File: src/rtl/stat_access_arbiter_pkg.sv
// Shared encodings for the pet-stat access arbiter: grant ids, FSM states, stat indices.
// Latency: none (constants and one pure helper function).
// Backpressure: not applicable.
package stat_access_arbiter_pkg;

  localparam int SEL_W = 3;

  // Owner of the register-file port, as reported on grant_id
  typedef enum logic [1:0] {
    GNT_NONE = 2'd0,
    GNT_CMD  = 2'd1,
    GNT_TICK = 2'd2,
    GNT_RND  = 2'd3
  } gnt_e;

  // Read-modify-write sequencer states
  typedef enum logic [1:0] {
    ST_IDLE  = 2'd0,
    ST_READ  = 2'd1,
    ST_WRITE = 2'd2
  } state_e;

  // Register-file slot of each pet stat
  localparam logic [SEL_W-1:0] STAT_HUNGER    = 3'd0;
  localparam logic [SEL_W-1:0] STAT_HAPPINESS = 3'd1;
  localparam logic [SEL_W-1:0] STAT_HEALTH    = 3'd2;
  localparam logic [SEL_W-1:0] STAT_HYGIENE   = 3'd3;
  localparam logic [SEL_W-1:0] STAT_ENERGY    = 3'd4;
  localparam logic [SEL_W-1:0] STAT_SOCIAL    = 3'd5;

  // Round-robin order is cmd -> tick -> rnd -> cmd; returns the requester after the last winner
  function automatic gnt_e rr_next(input gnt_e last);
    case (last)
      GNT_CMD:  rr_next = GNT_TICK;
      GNT_TICK: rr_next = GNT_RND;
      default:  rr_next = GNT_CMD;
    endcase
  endfunction

endpackage

File: src/rtl/stat_access_arbiter_sat_add.sv
// Saturating add of an unsigned stat and a one-bit-wider signed delta, clamped to [0, 2^STAT_W-1].
// Latency: purely combinational.
// Backpressure: none.
module stat_sat_add #(
  parameter int STAT_W = 4
) (
  input  logic [STAT_W-1:0] stat_i,
  input  logic [STAT_W:0]   delta_i,
  output logic [STAT_W-1:0] sum_o
);

  // Two extra bits hold every possible sum; the top bit is the sign in two's complement
  logic [STAT_W+1:0] sum_full;

  // Widen both operands (delta sign-extended), add, then clamp on sign / overflow bit
  always_comb begin
    sum_full = {2'b00, stat_i} + {delta_i[STAT_W], delta_i};
    if (sum_full[STAT_W+1]) begin
      sum_o = '0;
    end else if (sum_full[STAT_W]) begin
      sum_o = '1;
    end else begin
      sum_o = sum_full[STAT_W-1:0];
    end
  end

endmodule

File: src/rtl/stat_access_arbiter.sv
// Arbitrates cmd/tick/rnd requesters onto the single stat register-file port as atomic saturating RMWs.
// Latency: ready in the request cycle, write 2 cycles later; one update per 3 cycles.
// Backpressure: ready only in IDLE and only to the winner; losers hold valid. Optional macro STAT_ARB_RR_EN.
module stat_access_arbiter
  import stat_access_arbiter_pkg::*;
#(
  parameter int NUM_STATS    = 6,
  parameter int STAT_W       = 4,
  parameter int STARVE_LIMIT = 8
) (
  input  logic             clk,
  input  logic             reset,
  input  logic             cmd_valid,
  output logic             cmd_ready,
  input  logic [SEL_W-1:0] cmd_sel,
  input  logic [STAT_W:0]  cmd_delta,
  input  logic             tick_valid,
  output logic             tick_ready,
  input  logic [SEL_W-1:0] tick_sel,
  input  logic [STAT_W:0]  tick_delta,
  input  logic             rnd_valid,
  output logic             rnd_ready,
  input  logic [SEL_W-1:0] rnd_sel,
  input  logic [STAT_W:0]  rnd_delta,
  output logic [SEL_W-1:0] rf_rd_addr,
  input  logic [STAT_W-1:0] rf_rd_data,
  output logic             rf_wr_en,
  output logic [SEL_W-1:0] rf_wr_addr,
  output logic [STAT_W-1:0] rf_wr_data,
  output logic             busy,
  output logic [1:0]       grant_id,
  output logic             err_sel
);

  localparam logic [SEL_W-1:0] SEL_LIMIT = SEL_W'(NUM_STATS);

  state_e            state_q, state_d;
  gnt_e              win, gnt_q;
  logic              win_ok;
  logic [SEL_W-1:0]  win_sel, sel_q;
  logic [STAT_W:0]   win_delta, delta_q;
  logic [STAT_W-1:0] sum, wr_data_q;
  logic              busy_q, err_q;

`ifdef STAT_ARB_RR_EN
  gnt_e rr_ptr_q;

  // Round-robin pick starting at the pointer; nobody wins outside IDLE or during reset
  always_comb begin
    win = GNT_NONE;
    if (state_q == ST_IDLE && !reset) begin
      case (rr_ptr_q)
        GNT_TICK: begin
          if (tick_valid)     win = GNT_TICK;
          else if (rnd_valid) win = GNT_RND;
          else if (cmd_valid) win = GNT_CMD;
        end
        GNT_RND: begin
          if (rnd_valid)       win = GNT_RND;
          else if (cmd_valid)  win = GNT_CMD;
          else if (tick_valid) win = GNT_TICK;
        end
        default: begin
          if (cmd_valid)       win = GNT_CMD;
          else if (tick_valid) win = GNT_TICK;
          else if (rnd_valid)  win = GNT_RND;
        end
      endcase
    end
  end

  // Pointer moves to the requester after each winner
  always_ff @(posedge clk or posedge reset) begin
    if (reset) begin
      rr_ptr_q <= GNT_CMD;
    end else if (win != GNT_NONE) begin
      rr_ptr_q <= rr_next(win);
    end
  end
`else
  localparam int                CNT_W      = $clog2(STARVE_LIMIT + 1);
  localparam logic [CNT_W-1:0]  STARVE_MAX = CNT_W'(STARVE_LIMIT);

  logic [CNT_W-1:0] starve_q, starve_d;

  // Fixed priority cmd > rnd > tick, except a starved tick jumps the queue
  always_comb begin
    win = GNT_NONE;
    if (state_q == ST_IDLE && !reset) begin
      if (tick_valid && starve_q == STARVE_MAX) win = GNT_TICK;
      else if (cmd_valid)                       win = GNT_CMD;
      else if (rnd_valid)                       win = GNT_RND;
      else if (tick_valid)                      win = GNT_TICK;
    end
  end

  // Count arbitrations tick lost while waiting; clear whenever tick wins
  always_comb begin
    starve_d = starve_q;
    if (win == GNT_TICK) begin
      starve_d = '0;
    end else if (win != GNT_NONE && tick_valid && starve_q != STARVE_MAX) begin
      starve_d = starve_q + CNT_W'(1);
    end
  end

  // Starvation counter register
  always_ff @(posedge clk or posedge reset) begin
    if (reset) starve_q <= '0;
    else       starve_q <= starve_d;
  end
`endif

  // Route the winner's target and delta to the capture registers
  always_comb begin
    win_sel   = '0;
    win_delta = '0;
    case (win)
      GNT_CMD:  begin win_sel = cmd_sel;  win_delta = cmd_delta;  end
      GNT_TICK: begin win_sel = tick_sel; win_delta = tick_delta; end
      GNT_RND:  begin win_sel = rnd_sel;  win_delta = rnd_delta;  end
      default:  ;
    endcase
  end

  assign win_ok = (win_sel < SEL_LIMIT);

  stat_sat_add #(.STAT_W(STAT_W)) u_sat_add (
    .stat_i  (rf_rd_data),
    .delta_i (delta_q),
    .sum_o   (sum)
  );

  // FSM state register
  always_ff @(posedge clk or posedge reset) begin
    if (reset) state_q <= ST_IDLE;
    else       state_q <= state_d;
  end

  // FSM next state: a bad sel is handshaked but never leaves IDLE
  always_comb begin
    state_d = state_q;
    case (state_q)
      ST_IDLE:  if (win != GNT_NONE && win_ok) state_d = ST_READ;
      ST_READ:  state_d = ST_WRITE;
      ST_WRITE: state_d = ST_IDLE;
      default:  state_d = ST_IDLE;
    endcase
  end

  // FSM outputs: handshake in IDLE, read port in READ, single write strobe in WRITE
  always_comb begin
    cmd_ready  = (win == GNT_CMD);
    tick_ready = (win == GNT_TICK);
    rnd_ready  = (win == GNT_RND);
    rf_rd_addr = '0;
    rf_wr_en   = 1'b0;
    rf_wr_addr = '0;
    rf_wr_data = '0;
    case (state_q)
      ST_READ:  rf_rd_addr = sel_q;
      ST_WRITE: begin
        rf_wr_en   = 1'b1;
        rf_wr_addr = sel_q;
        rf_wr_data = wr_data_q;
      end
      default:  ;
    endcase
  end

  // Capture the granted request, the clamped sum during READ, and the sel-error pulse
  always_ff @(posedge clk or posedge reset) begin
    if (reset) begin
      sel_q     <= '0;
      delta_q   <= '0;
      gnt_q     <= GNT_NONE;
      busy_q    <= 1'b0;
      err_q     <= 1'b0;
      wr_data_q <= '0;
    end else begin
      err_q <= (win != GNT_NONE) && !win_ok;
      case (state_q)
        ST_IDLE: begin
          if (win != GNT_NONE && win_ok) begin
            sel_q   <= win_sel;
            delta_q <= win_delta;
            gnt_q   <= win;
            busy_q  <= 1'b1;
          end
        end
        ST_READ:  wr_data_q <= sum;
        ST_WRITE: begin
          busy_q <= 1'b0;
          gnt_q  <= GNT_NONE;
        end
        default:  ;
      endcase
    end
  end

  assign busy     = busy_q;
  assign grant_id = gnt_q;
  assign err_sel  = err_q;

endmodule
File: config.mk
export PLATFORM = sky130hd
export DESIGN_NAME = stat_access_arbiter
export DESIGN_NICKNAME = d
export VERILOG_FILES = /design/src/rtl/stat_access_arbiter_pkg.sv /design/src/rtl/stat_access_arbiter_sat_add.sv /design/src/rtl/stat_access_arbiter.sv
export SDC_FILE = /design/constraint.sdc
export NUM_CORES = 1
export LEC_CHECK = 0
export ABC_AREA = 1
export ABC_CLOCK_PERIOD_IN_PS = 2000
export CORE_MARGIN = 3
export CORE_UTILIZATION = 45
export DETAILED_ROUTE_END_ITERATION = 10
export GPL_TIMING_DRIVEN = 0
export PLACE_DENSITY = 0.8
export SYNTH_ARGS = -nofsm -noshare
export SYNTH_HDL_FRONTEND = slang
export SYNTH_HIERARCHICAL = 1
export SYNTH_SLANG_ARGS = --single-unit
File: constraint.sdc
create_clock -name clk -period 2 [get_ports clk]
set_input_delay 0.3 -clock clk [delete_from_list [all_inputs] [get_ports clk]]
set_output_delay 0.3 -clock clk [all_outputs]
set_load 0.02 [all_outputs]
Word-level counts from Yosys, hierarchy flattened
Cells that the tools add are included.
Operators by class
  add/subtract/negate cells: 2
  multiply operators: 0
  divide/modulo/power cells: 0
  order comparisons: 1
  equality and inequality tests: 8
  shift-type cells: 0
  mux-type cells: 21
  bitwise logic cells: 0
  reduce and logical (&&, ||, !) cells: 14
Operators by type and width (number)
  4-bit two-way mux: 5
  5-bit case mux with 3 select lines: 1
  2-bit two-way mux: 7
  3-bit case mux with 3 select lines: 1
  2-bit case mux with 2 select lines: 2
  5-bit by 5-bit adder with 6-bit output: 1
  2-bit equality test (second input constant): 3
  1-bit logical AND: 6
  3-bit two-way mux: 2
  2-bit nonzero test: 3
  4-bit by 1-bit adder with 4-bit output (second input constant): 1
  2-bit by 1-bit equality test with 1-bit output (second input constant): 2
  4-bit equality test (second input constant): 1
  4-bit != test (second input constant): 1
  2-bit AND reduction: 2
  3-bit < comparator (second input constant): 1
  1-bit logical NOT: 2
  2-bit logical NOT: 1
  1-bit two-way mux: 2
  2-bit by 1-bit != test with 1-bit output (second input constant): 1
  1-bit case mux with 2 select lines: 1
Storage, ports and cells
  flip-flop bits (word level): 22
  bits in latches: 0
  RAM bits: 0
  memory bits (read-only): 0
  memories kept: 0

Longest topological paths before layout
  depth after elaboration: 11
  depth in mapped cells: 13

By module
The synthesis kept the hierarchy.
Modules (own cells, without submodules)
  stat_access_arbiter: instances 1, cells an instance 165, area an instance 1236.2 sq um
  stat_sat_add: instances 1, cells an instance 40, area an instance 226.5 sq um

Worst setup path after synthesis
OpenSTA, ideal clock, no wires.
  path kind: input to register
  start: in reset
  end: reg delta_q[4]
  setup time: 0.065 ns
  arrival: 1.952 ns
  data required time: 1.935 ns
  slack: -0.017 ns
  cell stages on the path: 9
  path buffers: 0
  cells stage by stage: inv_1 nand3_4 nor2_2 inv_2 nor2_1 nand2_1 nand3_1 nand2_1 nand2_1
On the way
  longest elaborated chain between the ends: 8
  elaborated cells between the ends (all ways): 12
  those cells by class: 1 x order compare; 3 x eq/ne; 3 x mux; 5 x reduce/logical
RTL lines
  from (decl): RTL line stat_access_arbiter.sv:12  | input logic reset,
  1-bit logical NOT (no line) *
  1-bit logical AND *: RTL line stat_access_arbiter.sv:89  | if (state_q == ST_IDLE && !reset) begin
  2-bit two-way mux *: RTL line stat_access_arbiter.sv:89
  2-bit by 1-bit equality test with 1-bit output *
  named net cmd_ready: RTL line stat_access_arbiter.sv:14  | output logic cmd_ready,
  3-bit case mux with 3 select lines: RTL line stat_access_arbiter.sv:118  | case (win)
  3-bit < comparator: RTL line stat_access_arbiter.sv:126  | assign win_ok = (win_sel < SEL_LIMIT);
  1-bit logical AND: RTL line stat_access_arbiter.sv:184  | if (win != GNT_NONE && win_ok) begin
  2-bit AND reduction (no line)
  to (signal assigned): RTL line stat_access_arbiter.sv:186  | delta_q <= win_delta;
  to (decl): RTL line stat_access_arbiter.sv:41  | logic [STAT_W:0] win_delta, delta_q;
Mark *: on every way through the listed nets, which the timed path passes. The rest lies on a longest branch.
A chain may end at the register's enable or synchronous reset.

Final worst setup path
  start: reg starve_q[0]
  end: out tick_ready
On the way
  longest elaborated chain between the ends: 5
RTL lines
  from (decl): RTL line stat_access_arbiter.sv:84  | logic [CNT_W-1:0] starve_q, starve_d;
  from (signal assigned): RTL line stat_access_arbiter.sv:110  | else starve_q <= starve_d;
  4-bit equality test: RTL line stat_access_arbiter.sv:90  | if (tick_valid && starve_q == STARVE_MAX) win = GNT_TICK;
  1-bit logical AND: RTL line stat_access_arbiter.sv:90
  2-bit two-way mux: RTL line stat_access_arbiter.sv:90
  2-bit two-way mux: RTL line stat_access_arbiter.sv:89
  2-bit equality test: RTL line stat_access_arbiter.sv:154  | tick_ready = (win == GNT_TICK);
  to (decl): RTL line stat_access_arbiter.sv:18  | output logic tick_ready,
No other way between the ends.

==> summary.txt <==
Worst setup path
  • Critical path type: reg2out
  • Cell family with most CP delay: flip-flops
  • Critical path capture point type: output pin
  • CP cell instances: inv_2, ha_4, nand4_4, nand2_4, nor2_2, inv_2, nand2_4, inv_4, buf_6
  • CP arrival: 1.63 ns
  • WP buf/inv: 4
  • Setup crit start kind: register
  • CP peak stage delay: 0.41 ns
  • Worst Path Max Fanout: 5
  • Highest-delay cell along the critical path: dfrtp_1
  • WP data required: 1.70 ns
  • R2r setup slk: 0.25 ns

Die
  • Rows: 20
  • Die extent in y: 63.0 microns
  • DIE WIDTH: 63.0 microns
  • Core area: 0.00308 sq mm
  • Initial Utilization: 47.5%
  • IO Pins: 51
  • Area of the die: 0.00397 sq mm

Place
  • Pre-CTS setup slack: -0.957 ns
  • Placed Instances: 299
  • IO Port Bufs: 50
  • Final HPWL DP: 2.59 mm
  • Global placer's final weighted congestion: 0.771

Clock tree
  • H-Tree Depth: 1
  • CTS tree: done
  • Cts bufs inserted: 3
  • Clk Latency, worst-skew pair: 0.29 ns
  • Hold_buf cts: 0
  • Sink Count: 22
  • Worst-path clk slew: 0.11 ns
  • Clk buf depth: 2
  • CTS Root Cell: clkbuf_4

Timing
  • Tmin final: 1.93 ns
  • Clock skew: 0.00178 ns
  • Final Hold Viols: 0
  • Worst slew pin tran: 0.481 ns
  • FMAX: 0.519 GHz
  • Final worst slack: 0.0748 ns
  • Setup-failing EPs final: 0
  • Slew Limit Fails: 0
  • Period utilisation layout: 96.3%
  • Max-slew headroom: 67.8%

Layout
  • Share of cells above drive strength 1: 21.2%
  • Antenna cells: 0
  • Most common cell after layout, fill and taps aside: nand2_1
  • Commonest cells after routing, fill and taps aside: nand2_1 (66), clkdlybuf4s50_1 (35), inv_1 (30)
  • P&R area growth vs syn: 49.3%
  • Fin nets: 316
  • Non-Filler Instances: 318
  • Fin util: 70.9%

Yosys
  • Mux cell area share after synthesis: 0%
  • Synth Area per Inst: 7.13 sq um
  • Post-Syn Area: 0.00146 sq mm
  • Synth area leader: dfrtp_1
  • Combinational family with the most area after synthesis: simple AND/OR/NAND/NOR gates
  • Post-Synth Adder-Cell Area: 6.50%
  • Seq cells post-synth: 22
  • Sequential-to-total area share from yosys stat: 37.6%
  • Yosys Warn Count: 6
  • Mapped Cells: 205
  • Synth area leaders: dfrtp_1 (38%), nand2_1 (17%), inv_1 (8.5%)
  • XOR/XNOR Fraction of Synth Area: 0.599%
  • Post-Synth Simple-Gate Area: 38.4%
  • Synth top area share: 37.6%
  • Compound-Gate Fraction of Synth Area: 6.24%
  • Synth cell types: 24
  • Syn nets: 245

Route
  • Routed WL: 3.57 mm
  • Pre-antenna DRT Iters: 4
  • Post-DRT Antenna Nets: 0
  • Wirelength per Cell: 11.2 microns
  • Vias/cell: 4.79
  • Iter 0 DRT Violations: 56
  • Residual DRC: 0
  • Vias after detailed routing: 1523

Global route
  • Number of global-route vias before repair: 1369
  • Largest net degree at the start of global routing: 12
  • First-pass GRT wire length: 5.76 mm
  • Antenna violations before repair: 0
  • GRT Total Usage: 17.6%
  • Grt ovf: 0

Run status
  • Status: finished, final reports clean

Worst hold path
  • HP Class: in2async

Power
  • Peak supply drop: 447 uV
  • Pwr/cell area: 992 mW/mm^2
  • Lkg Pwr: 1.13 nW

Run
  • Maxcap violations: 0
==> per-layer routing <==
layer / up-vias / global-route usage [%] / routed length, microns
met5: - / 0 / 0
met4: 0 / 3.31 / 10
met3: 2 / 2.52 / 169
met2: 47 / 31.8 / 1790
met1: 692 / 22.2 / 1600
li1: 782 / - / -
==> state kept, by name, indices dropped and copies added (netlist names) <==
name / cells
busy: 1
delta_q: 5
err_sel: 1
grant_id: 2
sel_q: 3
starve_q: 4
state_q: 2
wr_data_q: 4
==> kinds of logic (layout without fill, tap and decap cells) <==
group                    count (synthesis)  after routing
AND/OR/NAND/NOR                        120            120
XOR/XNOR                                 1              1
buffers and inverters                   39            108
flip-flops                              22             22
AO/OA/AOI/OAI                           16             16
adder cells (fa/ha/maj)                  7              7
==> power breakdown <==
| group | total, mW | switching, mW | internal (mW) |
|---|---|---|---|
| registers | 0.733 | 0.114 | 0.619 |
| logic | 1.24 | 0.708 | 0.533 |
| clock network | 0.192 | 0.121 | 0.0700 |
| total | 2.17 | 0.944 | 1.22 |
==> area by class of cell <==
type / instances / area (sq um)
Clock buffer: 3 / 22.5
Tap cell: 44 / 55.1
Sequential cell: 22 / 551
Fill cell: 257 / 895
Buffer: 2 / 16.3
Timing Repair Buffer: 65 / 572
Inverter: 37 / 145
Timing Repair inverter: 1 / 5.00
Multi-Input combinational cell: 144 / 817
==> stage by stage <==
step | hold slack, ns | TNS [ns] | instance area, sq um | power (mW)
2_1_floorplan | 0.181 | 0 | 1470 | 1.48
3_3_place_gp | 0.463 | -9.59 | 2020 | 1.82
3_5_place_dp | 0.465 | -10.11 | 2020 | 1.85
4_1_cts | 0.204 | -0.00671 | 2120 | 2.11
5_1_grt | 0.216 | -0.0140 | 2180 | 2.37
6_report | 0.191 | 0 | 2180 | 2.17
==> Yosys cell counts, drive strengths merged <==
cell type  instances
dfrtp             22
a21oi              7
o21ai              9
xor2               1
nand2             70
buf                2
ha                 6
nor2              21
inv               37
nand3             20
nor3               1
fa                 1
nand4              8
==> worst paths after layout <==
kind | end | start | cells past startpoint
max | tick_ready | starve_q[0] | 9
min | sel_q[2] | reset | 2
max reg2reg | delta_q[4] | starve_q[0] | 12
min reg2reg | sel_q[1] | sel_q[1] | 2
max in group asynchronous | wr_data_q[2] | reset | 2
min in group clk | sel_q[1] | sel_q[1] | 2
==> timing repair <==
action | in CTS | in global routing
pin swaps | 3 | 5
setup endpoints to repair | 26 | 10
gates resized for setup | 38 | 20
cloned | 1 | 0
buffers inserted | 5 | 10
Power figures use the tool's default switching activity.
